### config.mk
export PLATFORM = sky130hd
export DESIGN_NAME = kb_scan_ctrl
export DESIGN_NICKNAME = d
export VERILOG_FILES = /design/src/rtl/kb_pkg.sv /design/src/rtl/kb_scan_div.sv /design/src/rtl/kb_scan_ctrl.sv
export SDC_FILE = /design/constraint.sdc
export NUM_CORES = 1
export LEC_CHECK = 0
export BUFFER_PORTS_ARGS = -buffer_cell sky130_fd_sc_hd__buf_2
export CAP_MARGIN = 5
export CORE_ASPECT_RATIO = 0.6
export CORE_MARGIN = 5
export CORE_UTILIZATION = 40
export CTS_CLUSTER_DIAMETER = 50
export DETAILED_ROUTE_END_ITERATION = 10
export GPL_TIMING_DRIVEN = 0
export PLACE_DENSITY_LB_ADDON = 0.3
export SLEW_MARGIN = 25
export SYNTH_ARGS = -nofsm -noshare
export SYNTH_HDL_FRONTEND = slang
export SYNTH_SLANG_ARGS = --single-unit
### constraint.sdc
create_clock -name Clk10M -period 1.9 [get_ports Clk10M]
set_input_delay 0.095 -clock Clk10M [delete_from_list [all_inputs] [get_ports Clk10M]]
set_output_delay 0.095 -clock Clk10M [all_outputs]
set_load 0.1 [all_outputs]
### src/rtl/kb_pkg.sv
// Shared types and helpers for the keypad scan controller.
//   kb_state_t : scan sequencer states
//   key_code_t : {row, col} key code payload
//   col_encode : priority encoder for the active-low column lines
package kb_pkg;

    localparam int unsigned ROW_W  = 3;
    localparam int unsigned COL_W  = 2;
    localparam int unsigned CODE_W = ROW_W + COL_W;

    localparam logic [1:3] CO_IDLE = 3'b111;

    typedef enum logic [1:0] {
        SCAN    = 2'd0,
        CONFIRM = 2'd1,
        PRESSED = 2'd2
    } kb_state_t;

    typedef struct packed {
        logic [ROW_W-1:0] row;
        logic [COL_W-1:0] col;
    } key_code_t;

    // Lowest asserted (low) column wins: Co[1] -> 0, Co[2] -> 1, Co[3] -> 2.
    function automatic logic [COL_W-1:0] col_encode(input logic [1:3] co);
        if (!co[1]) begin
            return COL_W'(0);
        end else if (!co[2]) begin
            return COL_W'(1);
        end else begin
            return COL_W'(2);
        end
    endfunction

endpackage

### src/rtl/kb_scan_div.sv
// Scan tick generator: one-cycle tick every SCAN_DIV clocks.
//   Clk10M : clock
//   Clr    : async active-high clear
//   tick_c : high for the cycle where the divider sits at SCAN_DIV-1
module kb_scan_div #(
    parameter int unsigned SCAN_DIV = 8
) (
    input  logic Clk10M,
    input  logic Clr,
    output logic tick_c
);

    localparam int unsigned     DIV_W    = $clog2(SCAN_DIV);
    localparam logic [DIV_W-1:0] DIV_LAST = DIV_W'(SCAN_DIV - 1);

    logic [DIV_W-1:0] div_cnt;

    assign tick_c = (div_cnt == DIV_LAST);

    // Free-running modulo-SCAN_DIV counter.
    always_ff @(posedge Clk10M or posedge Clr) begin
        if (Clr) begin
            div_cnt <= '0;
        end else if (tick_c) begin
            div_cnt <= '0;
        end else begin
            div_cnt <= div_cnt + DIV_W'(1);
        end
    end

endmodule

### src/rtl/kb_scan_ctrl.sv
// 8x3 keypad scan sequencer with press/release debounce and valid/ack output.
//   Clk10M, Clr : clock, async active-high reset
//   Co          : active-low column lines (3'b111 = no key)
//   De          : row-select code, frozen while a key is confirmed or held
//   Key_Code    : {row, col} of the last accepted key
//   Key_Valid   : key code pending, cleared by Key_Ack
//   Key_Ack     : consumer acknowledge
//   Key_Down    : a confirmed key is held
//   Overrun     : sticky, a key was confirmed while Key_Valid was pending
module kb_scan_ctrl
    import kb_pkg::*;
#(
    parameter int unsigned SCAN_DIV = 8,
    parameter int unsigned DEBOUNCE = 3
) (
    input  logic              Clk10M,
    input  logic              Clr,
    input  logic [1:3]        Co,
    output logic [3:1]        De,
    output logic [CODE_W-1:0] Key_Code,
    output logic              Key_Valid,
    input  logic              Key_Ack,
    output logic              Key_Down,
    output logic              Overrun
);

    localparam int unsigned      CNT_W   = $clog2(DEBOUNCE + 1);
    localparam logic [CNT_W-1:0] CNT_MAX = CNT_W'(DEBOUNCE);

    logic tick_c;

    kb_scan_div #(.SCAN_DIV(SCAN_DIV)) u_div (
        .Clk10M (Clk10M),
        .Clr    (Clr),
        .tick_c (tick_c)
    );

    kb_state_t        state_q, state_n;
    logic [ROW_W-1:0] de_q, de_n;
    key_code_t        key_q, key_n;
    key_code_t        code_q, code_n;
    logic [CNT_W-1:0] press_q, press_n;
    logic [CNT_W-1:0] rel_q, rel_n;
    logic             valid_q, valid_n;
    logic             down_q, down_n;
    logic             ovr_q, ovr_n;

    logic             col_bit;
    logic             confirm;
    key_code_t        conf_key;
    logic [CNT_W-1:0] press_inc;
    logic [CNT_W-1:0] rel_inc;

    // State register.
    always_ff @(posedge Clk10M or posedge Clr) begin
        if (Clr) begin
            state_q <= SCAN;
            de_q    <= '0;
            key_q   <= '0;
            code_q  <= '0;
            press_q <= '0;
            rel_q   <= '0;
            valid_q <= 1'b0;
            down_q  <= 1'b0;
            ovr_q   <= 1'b0;
        end else begin
            state_q <= state_n;
            de_q    <= de_n;
            key_q   <= key_n;
            code_q  <= code_n;
            press_q <= press_n;
            rel_q   <= rel_n;
            valid_q <= valid_n;
            down_q  <= down_n;
            ovr_q   <= ovr_n;
        end
    end

    // Next-state: scan/debounce on ticks, handshake on every edge.
    always_comb begin
        state_n  = state_q;
        de_n     = de_q;
        key_n    = key_q;
        code_n   = code_q;
        press_n  = press_q;
        rel_n    = rel_q;
        valid_n  = valid_q;
        down_n   = down_q;
        ovr_n    = ovr_q;
        confirm  = 1'b0;
        conf_key = key_q;

        // Column line of the latched key (active-low).
        case (key_q.col)
            COL_W'(0): col_bit = Co[1];
            COL_W'(1): col_bit = Co[2];
            default:   col_bit = Co[3];
        endcase

        press_inc = (press_q == CNT_MAX) ? CNT_MAX : press_q + CNT_W'(1);
        rel_inc   = (rel_q   == CNT_MAX) ? CNT_MAX : rel_q   + CNT_W'(1);

        if (Key_Ack && valid_q) begin
            valid_n = 1'b0;
            ovr_n   = 1'b0;
        end

        if (tick_c) begin
            case (state_q)
                SCAN: begin
                    if (Co == CO_IDLE) begin
                        de_n = de_q + ROW_W'(1);
                    end else begin
                        key_n.row = de_q;
                        key_n.col = col_encode(Co);
                        conf_key  = key_n;
                        press_n   = CNT_W'(1);
                        if (DEBOUNCE == 1) begin
                            confirm = 1'b1;
                        end else begin
                            state_n = CONFIRM;
                        end
                    end
                end
                CONFIRM: begin
                    if (!col_bit) begin
                        press_n = press_inc;
                        if (press_inc == CNT_MAX) begin
                            confirm = 1'b1;
                        end
                    end else begin
                        press_n = '0;
                        de_n    = de_q + ROW_W'(1);
                        state_n = SCAN;
                    end
                end
                PRESSED: begin
                    if (col_bit) begin
                        if (rel_inc == CNT_MAX) begin
                            rel_n   = '0;
                            down_n  = 1'b0;
                            de_n    = de_q + ROW_W'(1);
                            state_n = SCAN;
                        end else begin
                            rel_n = rel_inc;
                        end
                    end else begin
                        rel_n = '0;
                    end
                end
                default: state_n = SCAN;
            endcase
        end

        // A same-edge Ack frees the slot, so the new code is still accepted.
        if (confirm) begin
            state_n = PRESSED;
            down_n  = 1'b1;
            rel_n   = '0;
            if (!valid_q || Key_Ack) begin
                code_n  = conf_key;
                valid_n = 1'b1;
            end else begin
                ovr_n = 1'b1;
            end
        end
    end

    assign De        = de_q;
    assign Key_Code  = code_q;
    assign Key_Valid = valid_q;
    assign Key_Down  = down_q;
    assign Overrun   = ovr_q;

endmodule

# After elaboration in Yosys (flattened, before gate mapping)
# Cells that the tools add are included.
# totals
out_inout_bits,11
input_bits,6
wordCells,94
ff_bits,25
# classes
n_eq_ne,18
n_addsub,4
muxes,43
n_reduce_logical,17
# op_table
op,count
$mux W2,16
$mux W1,15
$mux W3,5
$mux W5,3
$ne A3 B3 Y1 const B,4
$eq A2 B2 Y1 const B,5
$ne A2 B2 Y1 const B,5
$reduce_bool A2 Y1,5
$pmux W3 S3,1
$add A3 B1 Y3 const B,2
$eq A3 B3 Y1 const B,2
$pmux W2 S3,1
$reduce_and A6 Y1,1
$reduce_and A5 Y1,1
$add A2 B1 Y2 const B,2
$eq A2 B1 Y1 const B,2
$logic_not A2 Y1,2
$pmux W2 S2,1
$reduce_and A2 Y1,2
$reduce_and A4 Y1,1
$reduce_and A3 Y1,1
$reduce_bool A3 Y1,1
$pmux W1 S2,1
$logic_and A1 B1 Y1,1
other kinds (2),2

# Logic depth before layout (Yosys ltp)
# Gate-level depths: netlist of the first run.
# depth
ltp_word,9
ltp_mapped,6

# Cells and area by module
# From an unflattened synthesis of the first run, not the netlist that was laid out.
# unflattened
cells_unflattened,103
hier_area_um2,1159.9
# modules_own_cells
module,instances,cells_each,area_per_inst_um2
kb_scan_ctrl,1,96,1052.3
kb_scan_div,1,7,107.6

# Worst setup path after synthesis of the first run
# OpenSTA, ideal clock, no wires.
# synth_timing
path_type,register to register
from,reg u_div.div_cnt[0]
to,"reg code_q, in the netlist Key_Code[0]"
arrival_time_ns,1.713
stages_incl_launch_ff,7
t_required_ns,1.775
n_path_buf,0
slack_ns,0.061
period_less_slack_ns,1.839
path_cell_list,dfrtp_1 ha_1 ha_1 nor2b_1 nand3_1 nor3_4 mux2_2
# synth_between
elab_chain_len,3
elab_cells_between_ends,4
classes_between,1 x eq/ne; 2 x mux; 1 x reduce/logical
# synth_rtl
element,line,source
start: declaration,kb_scan_div.sv:16,logic [DIV_W-1:0] div_cnt;
start signal: assignment,kb_scan_div.sv:27,div_cnt <= div_cnt + DIV_W'(1);
$eq A3 B3 Y1 (*),kb_scan_div.sv:18,assign tick_c = (div_cnt == DIV_LAST);
$mux W1,kb_scan_ctrl.sv:108,if (tick_c) begin
$reduce_and A2 Y1 (no source line),--,
end signal: assignment,kb_scan_ctrl.sv:70,code_q <= code_n;
end: declaration,kb_scan_ctrl.sv:41,"key_code_t code_q, code_n;"
# Every way passes the cells marked *; elsewhere a longest branch is shown, timed or not.
# A chain may end at the register's enable or synchronous reset.

==> metrics, run 1 <==
vias=815; final worst-path cycle share=~98%; total grt overflow=0; Synth Register Bits=25; Die Width=79.7 um; Comb pwr share=39.0%; H-tree lvl count=1; Critical-path top delay cell=dfrtp_1; Leak Pwr=approximately 0.69 nW; CTS Buffer Depth=2; slowest stage delay, CP=0.37 ns; Post-Syn Area=about 1200 sq um; sequential fraction of the synthesis area=around 54%; I/O pins=17; post-route design area=between 1000 and 1500 sq um; NetSw=roughly 0.79 mW; DP HPWL=about 1.6 mm; delay-heaviest family, CP=multiplexers; switch share=between 40% and 50%; Worst Setup End Kind=register; clock power share=17.3%; Synth Area in Simple Gates=13.1%; HP Class=input pin to register; Synth Area per Inst=12.1 sq um; Setup CP Type=register to register; library cells used by synthesis=34; largest family of logic cells by synthesized area=compound AO/OA/AOI/OAI gates; WP data required=just over 2 ns; Worst-Skew Late Latency=0.26 ns; Sequential Power Share=around 44%; CP arrival=about 2.0 ns; Adder-Cell Fraction of Synth Area=3.22%; Floorplan Core Area=~2800 sq um; full die area=between 4000 and 5000 sq um; post-synthesis mux area share=between 10% and 20%; Max Clk Rate=between 500 and 600 MHz; worst path cell trace=ha_2 -> ha_4 -> nor3b_4 -> nand2_4 -> mux2_4 -> mux2_4; Setup-failing EPs final=0; worst slew pin tran=between 0.8 and 0.9 ns; total track usage=a little under an eighth; per-cell routed wire length=13.7 um; largest net degree at the start of global routing=26; Final nets=between 100 and 150; Most common cell on crit path=mux2_4; Slew Viols, Final=0; fillers=~260; Final min period=about 1.9 ns; CTS sink cnt=25; Placement Cell Area=1300 sq um; unrepaired setup endpoints after global routing=yes; Yosys warning total=0; crit path max fanout=8; TritonCTS clock tree=built; CTS buffer count=3; n_diodes=0; Routed WL=between 2 and 2.5 mm; vias in the first global route=slightly below 800; P per Cell Area=about 1200 nW/um^2; GPL Wtd Cong=~0.77; instance count on the critical path=6; Syn Inst Count=96; syn_nets=between 100 and 150; die height=~52 um; layout cells sized above 1=roughly a third; First-pass DRT Iterations=4; Synth Area in Compound Gates=14.9%; Max IR drop VDD=1.03 mV; commonest non-fill, non-tap cell in the layout=dfrtp_1; R2R depth=6; Detail Route Antenna Nets=0; vias per inst=4.97; Layout area overhead=24.3%; XOR/XNOR share of the synthesized area=~1.5%; 1st-iter DRT viols=48; max-cap violations=0; Int Power=between 0.9 and 1 mW; final hold violations=0; clk_skew=around 0.00075 ns; initial antenna violation count=0; Root Buffer=clkbuf_8; crit path launch type=register; Buf/Inv on CP=0; final core occ=just over 50%; number of port buffers=16; max_slew headroom=between 40% and 50%; first-pass GRT wire length=around 3.6 mm; status=finished, final reports clean; CTS clk-pin slew, worst paths=about 0.08 ns; starting density of the core=between 40% and 50%; most frequent cells in the layout=dfrtp_1 (25), buf_2 (16), inv_1 (7), mux2_4 (6), a21oi_1 (6); Residual DRC=0; row count=15; Worst Hold Depth=3
==> power by group through the flow <==
stage	combinational (mW)	sequential, mW	clock (mW)
finish	0.691	0.775	0.307
CTS	0.687	0.774	0.318
global placement	0.672	0.766	0
global route	0.733	0.794	0.343
floorplan	0.225	1.10	0
detailed placement	0.685	0.774	0
==> cell usage after synthesis (all sizes together) <==
cell type | count | share of area, %
nor3b | 2 | 2.3
o22ai | 2 | 1.1
inv | 8 | 2.6
nand3b | 1 | 0.64
o31a | 1 | 0.75
o211ai | 1 | 0.64
a21o | 1 | 0.64
a32oi | 1 | 0.75
o21ai | 3 | 1.3
nand2b | 1 | 0.54
dfrtp | 25 | 54
a21oi | 6 | 2.6
ha | 3 | 3.2
a32o | 1 | 0.86
o31ai | 1 | 0.64
nor2 | 4 | 1.3
a21bo | 1 | 0.86
or3 | 1 | 0.54
a22o | 1 | 0.75
nor2b | 3 | 1.6
xor2 | 2 | 1.5
nand2 | 6 | 2.6
a2bb2oi | 1 | 0.75
mux2 | 10 | 11
or2 | 1 | 0.54
o21a | 2 | 1.9
a31oi | 1 | 0.54
o32a | 1 | 0.86
nor3 | 1 | 1.4
nand3 | 4 | 1.7
==> final cells by class <==
| type | instances | area [sq um] | area share [%] |
|---|---|---|---|
| timing repair buffer | 22 | 143 | 9.85 |
| sequential | 25 | 626 | 43.2 |
| inverter | 8 | 30.0 | 2.07 |
| tap | 42 | 52.6 | 3.63 |
| multi-input combinational | 63 | 552 | 38.1 |
| clock buffer | 4 | 45.0 | 3.11 |
==> registers in the layout (all words and copies together), names as in the netlist, 2 cells and up <==
signal         cells
Key_Code           5
key_q              5
De                 3
u_div.div_cnt      3
press_q            2
rel_q              2
state_q            2
==> metal layers <==
layer  vias to the layer above  track usage [%]  part of all wire (%)
li1                        394                -                     -
met1                       403             16.4                    53
met2                        16             16.8                    42
met3                         2             4.15                   4.8
met4                         0             2.00                  0.27
met5                         -                0                     0
==> what timing repair did <==
action / CTS / global route
setup endpoints to repair: 6 / 5
resized for setup: 6 / 3
setup buffers: 0 / 4
endpoints found under the hold margin: 0 / 26
pin swaps: 1 / 4
hold buffers: 0 / 2
==> per-stage QoR <==
stage | hold slack (ns) | worst slack (ns) | setup TNS [ns] | instances | power [mW]
final | 0.122 | 0.0353 | 0 | 164 | 1.77
after floorplan | 0.122 | 0.0610 | 0 | 96 | 1.32
after global routing | 0.120 | -0.0283 | -0.0549 | 164 | 1.87
after CTS | 0.00646 | 0.0000930 | 0 | 158 | 1.78
after detailed placement | 0.294 | -0.240 | -1.23 | 154 | 1.46
after global placement | 0.287 | -0.218 | -1.09 | 154 | 1.44
==> worst register-to-register path, cell delays in order, from the launching register on <==
cell,delay [ns]
dfrtp_1,0.37
ha_2,0.20
ha_4,0.18
nor3b_4,0.31
nand2_4,0.12
mux2_4,0.32
mux2_4,0.26
==> path summary, 6_finish.rpt <==
path / start / to / slack [ns]
worst max-delay path: u_div.div_cnt[0]$_DFF_PP0_ / Key_Code[2]$_DFFE_PP0P_ / 0.04
worst max register to register: u_div.div_cnt[0]$_DFF_PP0_ / Key_Code[2]$_DFFE_PP0P_ / 0.04
max in group asynchronous: Clr / state_q[0]$_DFFE_PP0P_ / 1.05
worst min register to register: u_div.div_cnt[0]$_DFF_PP0_ / u_div.div_cnt[0]$_DFF_PP0_ / 0.44
min in group asynchronous: Clr / u_div.div_cnt[2]$_DFF_PP0_ / 0.44
worst min-delay path: Co[2] / key_q[1]$_DFF_PP0_ / 0.12
==> kinds of logic (layout without fill, tap and decap cells) <==
kind of cell	count (synthesis)	after routing
AND/OR/NAND/NOR	24	24
AO/OA/AOI/OAI	24	24
multiplexers	10	10
XOR/XNOR	2	2
adder cells (fa/ha/maj)	3	3
flip-flops	25	25
buffers and inverters	8	34
Note: power is estimated with default switching activity, not from simulation.
==> inputs of run 2 (changes only) <==
==> constraint.sdc (replaced) <==
create_clock -name Clk10M -period 1.7 [get_ports Clk10M]
set_input_delay 0.085 -clock Clk10M [delete_from_list [all_inputs] [get_ports Clk10M]]
set_output_delay 0.085 -clock Clk10M [all_outputs]
set_load 0.1 [all_outputs]
==> run 2 against run 1 <==
The flow now finishes with violations (setup timing). Sequential share of layout area fell by 2.6 points. Clock-buffer cell count decreased by 1. Critical path depth is the same. Hold slack got worse by 0.0078 ns. Power increased by 17%. Cell area up 7.2%. Clock power increased by 14%. Die area stayed put. Clock skew rose by 0.00058 ns. Via count up 6.0%. Critical path type unchanged. Largest power group unchanged.
==> metrics, run 2 (synthesized netlist as in run 1, its figures left out) <==
WHS=0.114 ns (-0.00781 ns); DP HPWL=1.80 mm (+11%); Layout area overhead=33.2%; First-pass DRT Iterations=4 (unchanged); worst slew pin tran=0.519 ns (-0.348 ns); Final min period=1.81 ns (-0.0540 ns); die height=51.8 um (unchanged); failing checks=setup timing; Worst-Skew Late Latency=0.27 ns (about the same); GR met3 Demand/Resource=4.15% (unchanged); number of port buffers=16 (unchanged); 1st-iter DRT viols=22 (-54%); layout cells sized above 1=46.6% (+11 points); Max IR drop VDD=1.06 mV (+2.9%); per-cell routed wire length=15.0 um (+9.2%); largest net degree at the start of global routing=26 (unchanged); unrepaired setup endpoints after global routing=yes; GR peak layer=met2; clk_skew=0.00133 ns (+0.000583 ns); Critical-path top delay cell=dfrtp_1; final hold violations=0 (unchanged); GPL Wtd Cong=0.783 (+1.4%); max_slew headroom=65.3% (+24 points); starting density of the core=41.1% (unchanged); status=complete, but fails checks; Routed WL=2.60 mm (+15%); Root Buffer=clkbuf_8; full die area=4130 sq um (unchanged); Final nets=141 (+6.8%); Most common cell on crit path=mux2_4; Placement Cell Area=1330 sq um (+2.4%); delay-heaviest family, CP=multiplexers; total track usage=13.3% (+1.9 points); pre-CTS setup slack=-0.266 ns (-0.0259 ns); initial antenna violation count=0 (unchanged); Floorplan Core Area=2830 sq um (unchanged); crit path max fanout=5 (-3); vias per inst=4.99 (+0.50%); worst setup margin=-0.111 ns (-0.146 ns); slowest stage delay, CP=0.35 ns (-0.02 ns); dpl cells=154 (unchanged); TritonCTS clock tree=built; global-route met1 utilization=18.7% (+2.3 points); Worst Setup End Kind=register; Setup CP Type=register to register; Layout Cells excl Fill=173 (+5.5%); Slew Viols, Final=0 (unchanged); commonest non-fill, non-tap cell in the layout=dfrtp_1; CP arrival=1.97 ns (-0.05 ns); Setup-failing EPs final=7 (+7); max-cap violations=0 (unchanged); HP Class=input pin to register; crit path launch type=register; CTS sink cnt=25 (unchanged); vias=864 (+6.0%); worst path cell trace=ha_2 -> ha_4 -> nor3b_4 -> nand2_4 -> mux2_4 -> mux2_4; Detail Route Antenna Nets=0 (unchanged); post-route design area=1550 sq um (+7.2%); Max Clk Rate=552 MHz (+3.0%); CTS buffer count=3 (unchanged); Die Width=79.7 um (unchanged); final worst-path cycle share=107% (+8.4 points); flop2flop setup slack=-0.11 ns (-0.15 ns); Buf/Inv on CP=0 (unchanged); final core occ=54.7% (+3.7 points); total grt overflow=0 (unchanged); Residual DRC=0 (unchanged); WP data required=1.86 ns (-0.19 ns); CTS Buffer Depth=2 (unchanged); Leak Pwr=0.740 nW (+7.1%); most frequent cells in the layout=dfrtp_1 (21), buf_2 (16), buf_4 (11), mux2_4 (9), inv_1 (7); CTS clk-pin slew, worst paths=0.09 ns (about the same); Final Power=2.07 mW (+17%); P per Cell Area=1340 nW/um^2 (+9.2%); first-pass GRT wire length=4.10 mm (+13%); H-tree lvl count=1 (unchanged); n_diodes=0 (unchanged); setup TNS=-0.416 ns (-0.416 ns); vias in the first global route=845 (+7.1%); row count=15 (unchanged); grt met2 use=21.1% (+4.3 points); I/O pins=17 (unchanged)
run 2: cell count changes in the layout (fill, tap and decap cells not counted), sizes merged:
cell,delta
buf,+9
clkbuf,-1
inv,+1
run 2: layout make-up:
type | instances | area (sq um)
clock inverters | 1 | 5.00
repair buffers | 31 | 214
fillers | 251 | 1280
multi-input cells | 63 | 578
clock buffers | 3 | 41.3
inverters | 8 | 30.0
well taps | 42 | 52.6
flip-flops and latches | 25 | 631
run 2: repair_timing:
action	in CTS	in global routing
resized for setup	5	6
hold buffers	1	1
pin swaps	4	3
setup endpoints to repair	6	12
endpoints found under the hold margin	1	25
buffers inserted	7	6
run 2: path summary, 6_finish.rpt:
kind / cells past startpoint / endpoint / startpoint
hold / removal: 3 / key_q[1]$_DFF_PP0_ / Co[2]
setup / recovery: 6 / Key_Code[2]$_DFFE_PP0P_ / u_div.div_cnt[0]$_DFF_PP0_
setup reg to reg: 6 / Key_Code[2]$_DFFE_PP0P_ / u_div.div_cnt[0]$_DFF_PP0_
min in group asynchronous: 3 / u_div.div_cnt[0]$_DFF_PP0_ / Clr
hold reg to reg: 1 / u_div.div_cnt[0]$_DFF_PP0_ / u_div.div_cnt[0]$_DFF_PP0_
max in group asynchronous: 3 / state_q[0]$_DFFE_PP0P_ / Clr
run 2: where the power goes:
part           leakage (nW)  internal, mW  switching, mW
sequential            0.312         0.734          0.147
clock                0.0255         0.164          0.187
combinational         0.402         0.250          0.593
run 2: worst min-delay path, delay by kind of cell:
kind            cells  cell delay (ns)
compound gates      1             0.07
simple gates        1             0.06
buf+inv             1             0.13
run 2: per-layer routing:
layer	wire length, um	vias up
met3	158	0
met1	1290	419
li1	-	416
met2	1150	29
met4	0	0
met5	0	-
==> inputs of run 3 (changes only) <==
--- a/config.mk
+++ b/config.mk
@@ -6,7 +6,7 @@
 export NUM_CORES = 1
 export LEC_CHECK = 0
 export BUFFER_PORTS_ARGS = -buffer_cell sky130_fd_sc_hd__buf_2
-export CAP_MARGIN = 5
+export CAP_MARGIN = 10
 export CORE_ASPECT_RATIO = 0.6
 export CORE_MARGIN = 5
 export CORE_UTILIZATION = 40
==> constraint.sdc (replaced) <==
create_clock -name Clk10M -period 2.3 [get_ports Clk10M]
set_input_delay 0.115 -clock Clk10M [delete_from_list [all_inputs] [get_ports Clk10M]]
set_output_delay 0.115 -clock Clk10M [all_outputs]
set_load 0.1 [all_outputs]
==> run 3 against run 2 <==
The flow now finishes without violations. Combinational power is 33% lower. First-iteration DRC count is 68% higher. Highest routed layer is now met4. Hold slack worse by 0.082 ns. Power is 30% lower. Clock-buffer cell count is 1 higher. Flip-flop and latch count stayed put. Clock skew hardly changed. Core utilization is 6.8 points lower.
==> metrics, run 3 (synthesized netlist as in run 1, its figures left out) <==
most frequent cells in the layout=dfrtp_1 (25), buf_2 (16), inv_1 (7), mux2_2 (6), a21oi_1 (6); I/O pins=17 (unchanged); worst slew pin tran=0.860 ns (+0.340 ns); vias=805 (-6.8%); WP data required=2.45 ns (+0.59 ns); GPL Wtd Cong=0.772 (-1.3%); DP HPWL=1.62 mm (-10%); Residual DRC=0 (unchanged); initial antenna violation count=0 (unchanged); crit path launch type=register; n_diodes=0 (unchanged); Max IR drop VDD=0.847 mV (-20%); commonest non-fill, non-tap cell in the layout=dfrtp_1; Setup CP Type=register to register; number of port buffers=16 (unchanged); final worst-path cycle share=90.4% (-16 points); crit path max fanout=8 (+3); total track usage=11.3% (-2.1 points); Detail Route Antenna Nets=0 (unchanged); worst path cell trace=ha_1 -> ha_2 -> nor2b_2 -> nand3_1 -> nor3_4 -> mux2_2; Buf/Inv on CP=0 (unchanged); First-pass DRT Iterations=4 (unchanged); 1st-iter DRT viols=37 (+68%); max_slew headroom=42.3% (-23 points); total grt overflow=0 (unchanged); Setup-failing EPs final=0 (-7); setup TNS=0 ns (+0.416 ns); max-cap violations=0 (unchanged); CP arrival=2.23 ns (+0.26 ns); vias in the first global route=773 (-8.5%); Critical-path top delay cell=nor3_4; Floorplan Core Area=2830 sq um (unchanged); die height=51.8 um (unchanged); HP Class=input pin to register; Slew Viols, Final=0 (unchanged); layout cells sized above 1=31.6% (-15 points); Final Power=1.45 mW (-30%); H-tree lvl count=1 (unchanged); first-pass GRT wire length=3.56 mm (-13%); clk_skew=0.00149 ns (+0.000158 ns); largest net degree at the start of global routing=26 (unchanged); Layout area overhead=16.5%; per-cell routed wire length=13.3 um (-11%); P per Cell Area=1070 nW/um^2 (-20%); CTS Buffer Depth=2 (unchanged); postcts setup bufs=0 (-7); CTS clk-pin slew, worst paths=0.08 ns (about the same); full die area=4130 sq um (unchanged); row count=15 (unchanged); fillers=270 (+7.6%); Leak Pwr=0.661 nW (-11%); CTS sink cnt=25 (unchanged); dpl cells=154 (unchanged); Max Clk Rate=481 MHz (-13%); status=finished, final reports clean; Die Width=79.7 um (unchanged); Final min period=2.08 ns (+0.268 ns); Final nets=127 (-9.9%); CTS buffer count=3 (unchanged); TritonCTS clock tree=built; vias per inst=5.06 (+1.4%); starting density of the core=41.1% (unchanged); Layout Cells excl Fill=159 (-8.1%); Worst Setup End Kind=register; Root Buffer=clkbuf_8; Routed WL=2.11 mm (-19%); delay-heaviest family, CP=simple AND/OR/NAND/NOR gates; slowest stage delay, CP=0.38 ns (+0.03 ns); final hold violations=0 (unchanged); Worst-Skew Late Latency=0.26 ns (about the same); unrepaired setup endpoints after global routing=no
[run 3: path summary, 6_finish.rpt]
kind / startpoint / endpoint / slack, ns / cells after the start
min reg2reg: u_div.div_cnt[0]$_DFF_PP0_ / u_div.div_cnt[0]$_DFF_PP0_ / 0.44 / 1
min in group asynchronous: Clr / u_div.div_cnt[2]$_DFF_PP0_ / 0.46 / 3
max in group asynchronous: Clr / key_q[4]$_DFF_PP0_ / 1.44 / 3
max reg2reg: u_div.div_cnt[0]$_DFF_PP0_ / Key_Code[0]$_DFFE_PP0P_ / 0.22 / 6
min: Key_Ack / Overrun$_DFF_PP0_ / 0.03 / 2
max: u_div.div_cnt[0]$_DFF_PP0_ / Key_Code[0]$_DFFE_PP0P_ / 0.22 / 6
[run 3: through the flow]
step | instance area, sq um | worst slack (ns) | hold WS (ns) | util, %
6_report | 1360 | 0.221 | 0.0321 | 47.9
3_3_place_gp | 1300 | 0.182 | 0.307 | 45.8
4_1_cts | 1340 | 0.148 | 0.0265 | 47.4
5_1_grt | 1360 | 0.0871 | 0.0194 | 47.9
3_5_place_dp | 1300 | 0.160 | 0.314 | 45.8
2_1_floorplan | 1160 | 0.461 | 0.142 | -
[run 3: worst register-to-register path, delay by kind of cell (launching register included)]
family	cells	cell delay (ns)
flops	1	0.36
mux	1	0.37
fa+ha+maj	2	0.41
simple gates	3	0.83
[run 3: power breakdown]
group          total, mW  internal (mW)  switching (mW)
clock              0.252          0.124           0.128
combinational      0.565          0.147           0.418
sequential         0.631          0.537          0.0935
total               1.45          0.808           0.639
[run 3: cell type report]
cell class / instances / area, sq um / area share, %
Timing Repair Buffer: 17 / 90.1 / 6.64
Sequential cell: 25 / 626 / 46.1
Clock buffer: 4 / 45.0 / 3.32
Tap cell: 42 / 52.6 / 3.87
Multi-Input combinational cell: 63 / 514 / 37.9
Inverter: 8 / 30.0 / 2.21
[run 3: timing repair]
action / CTS / global route
gates resized for setup: 0 / 2
endpoints found under the setup margin: 0 / 2
hold buffers: 0 / 1
endpoints found under the hold margin: 0 / 25
[run 3: layer usage]
layer	global-route usage [%]	up-vias	share of wire (%)
met4	1.71	0	0.28
met1	16.4	399	52
met3	3.98	2	5.8
li1	-	388	-
met5	0	-	0
met2	16.2	16	42
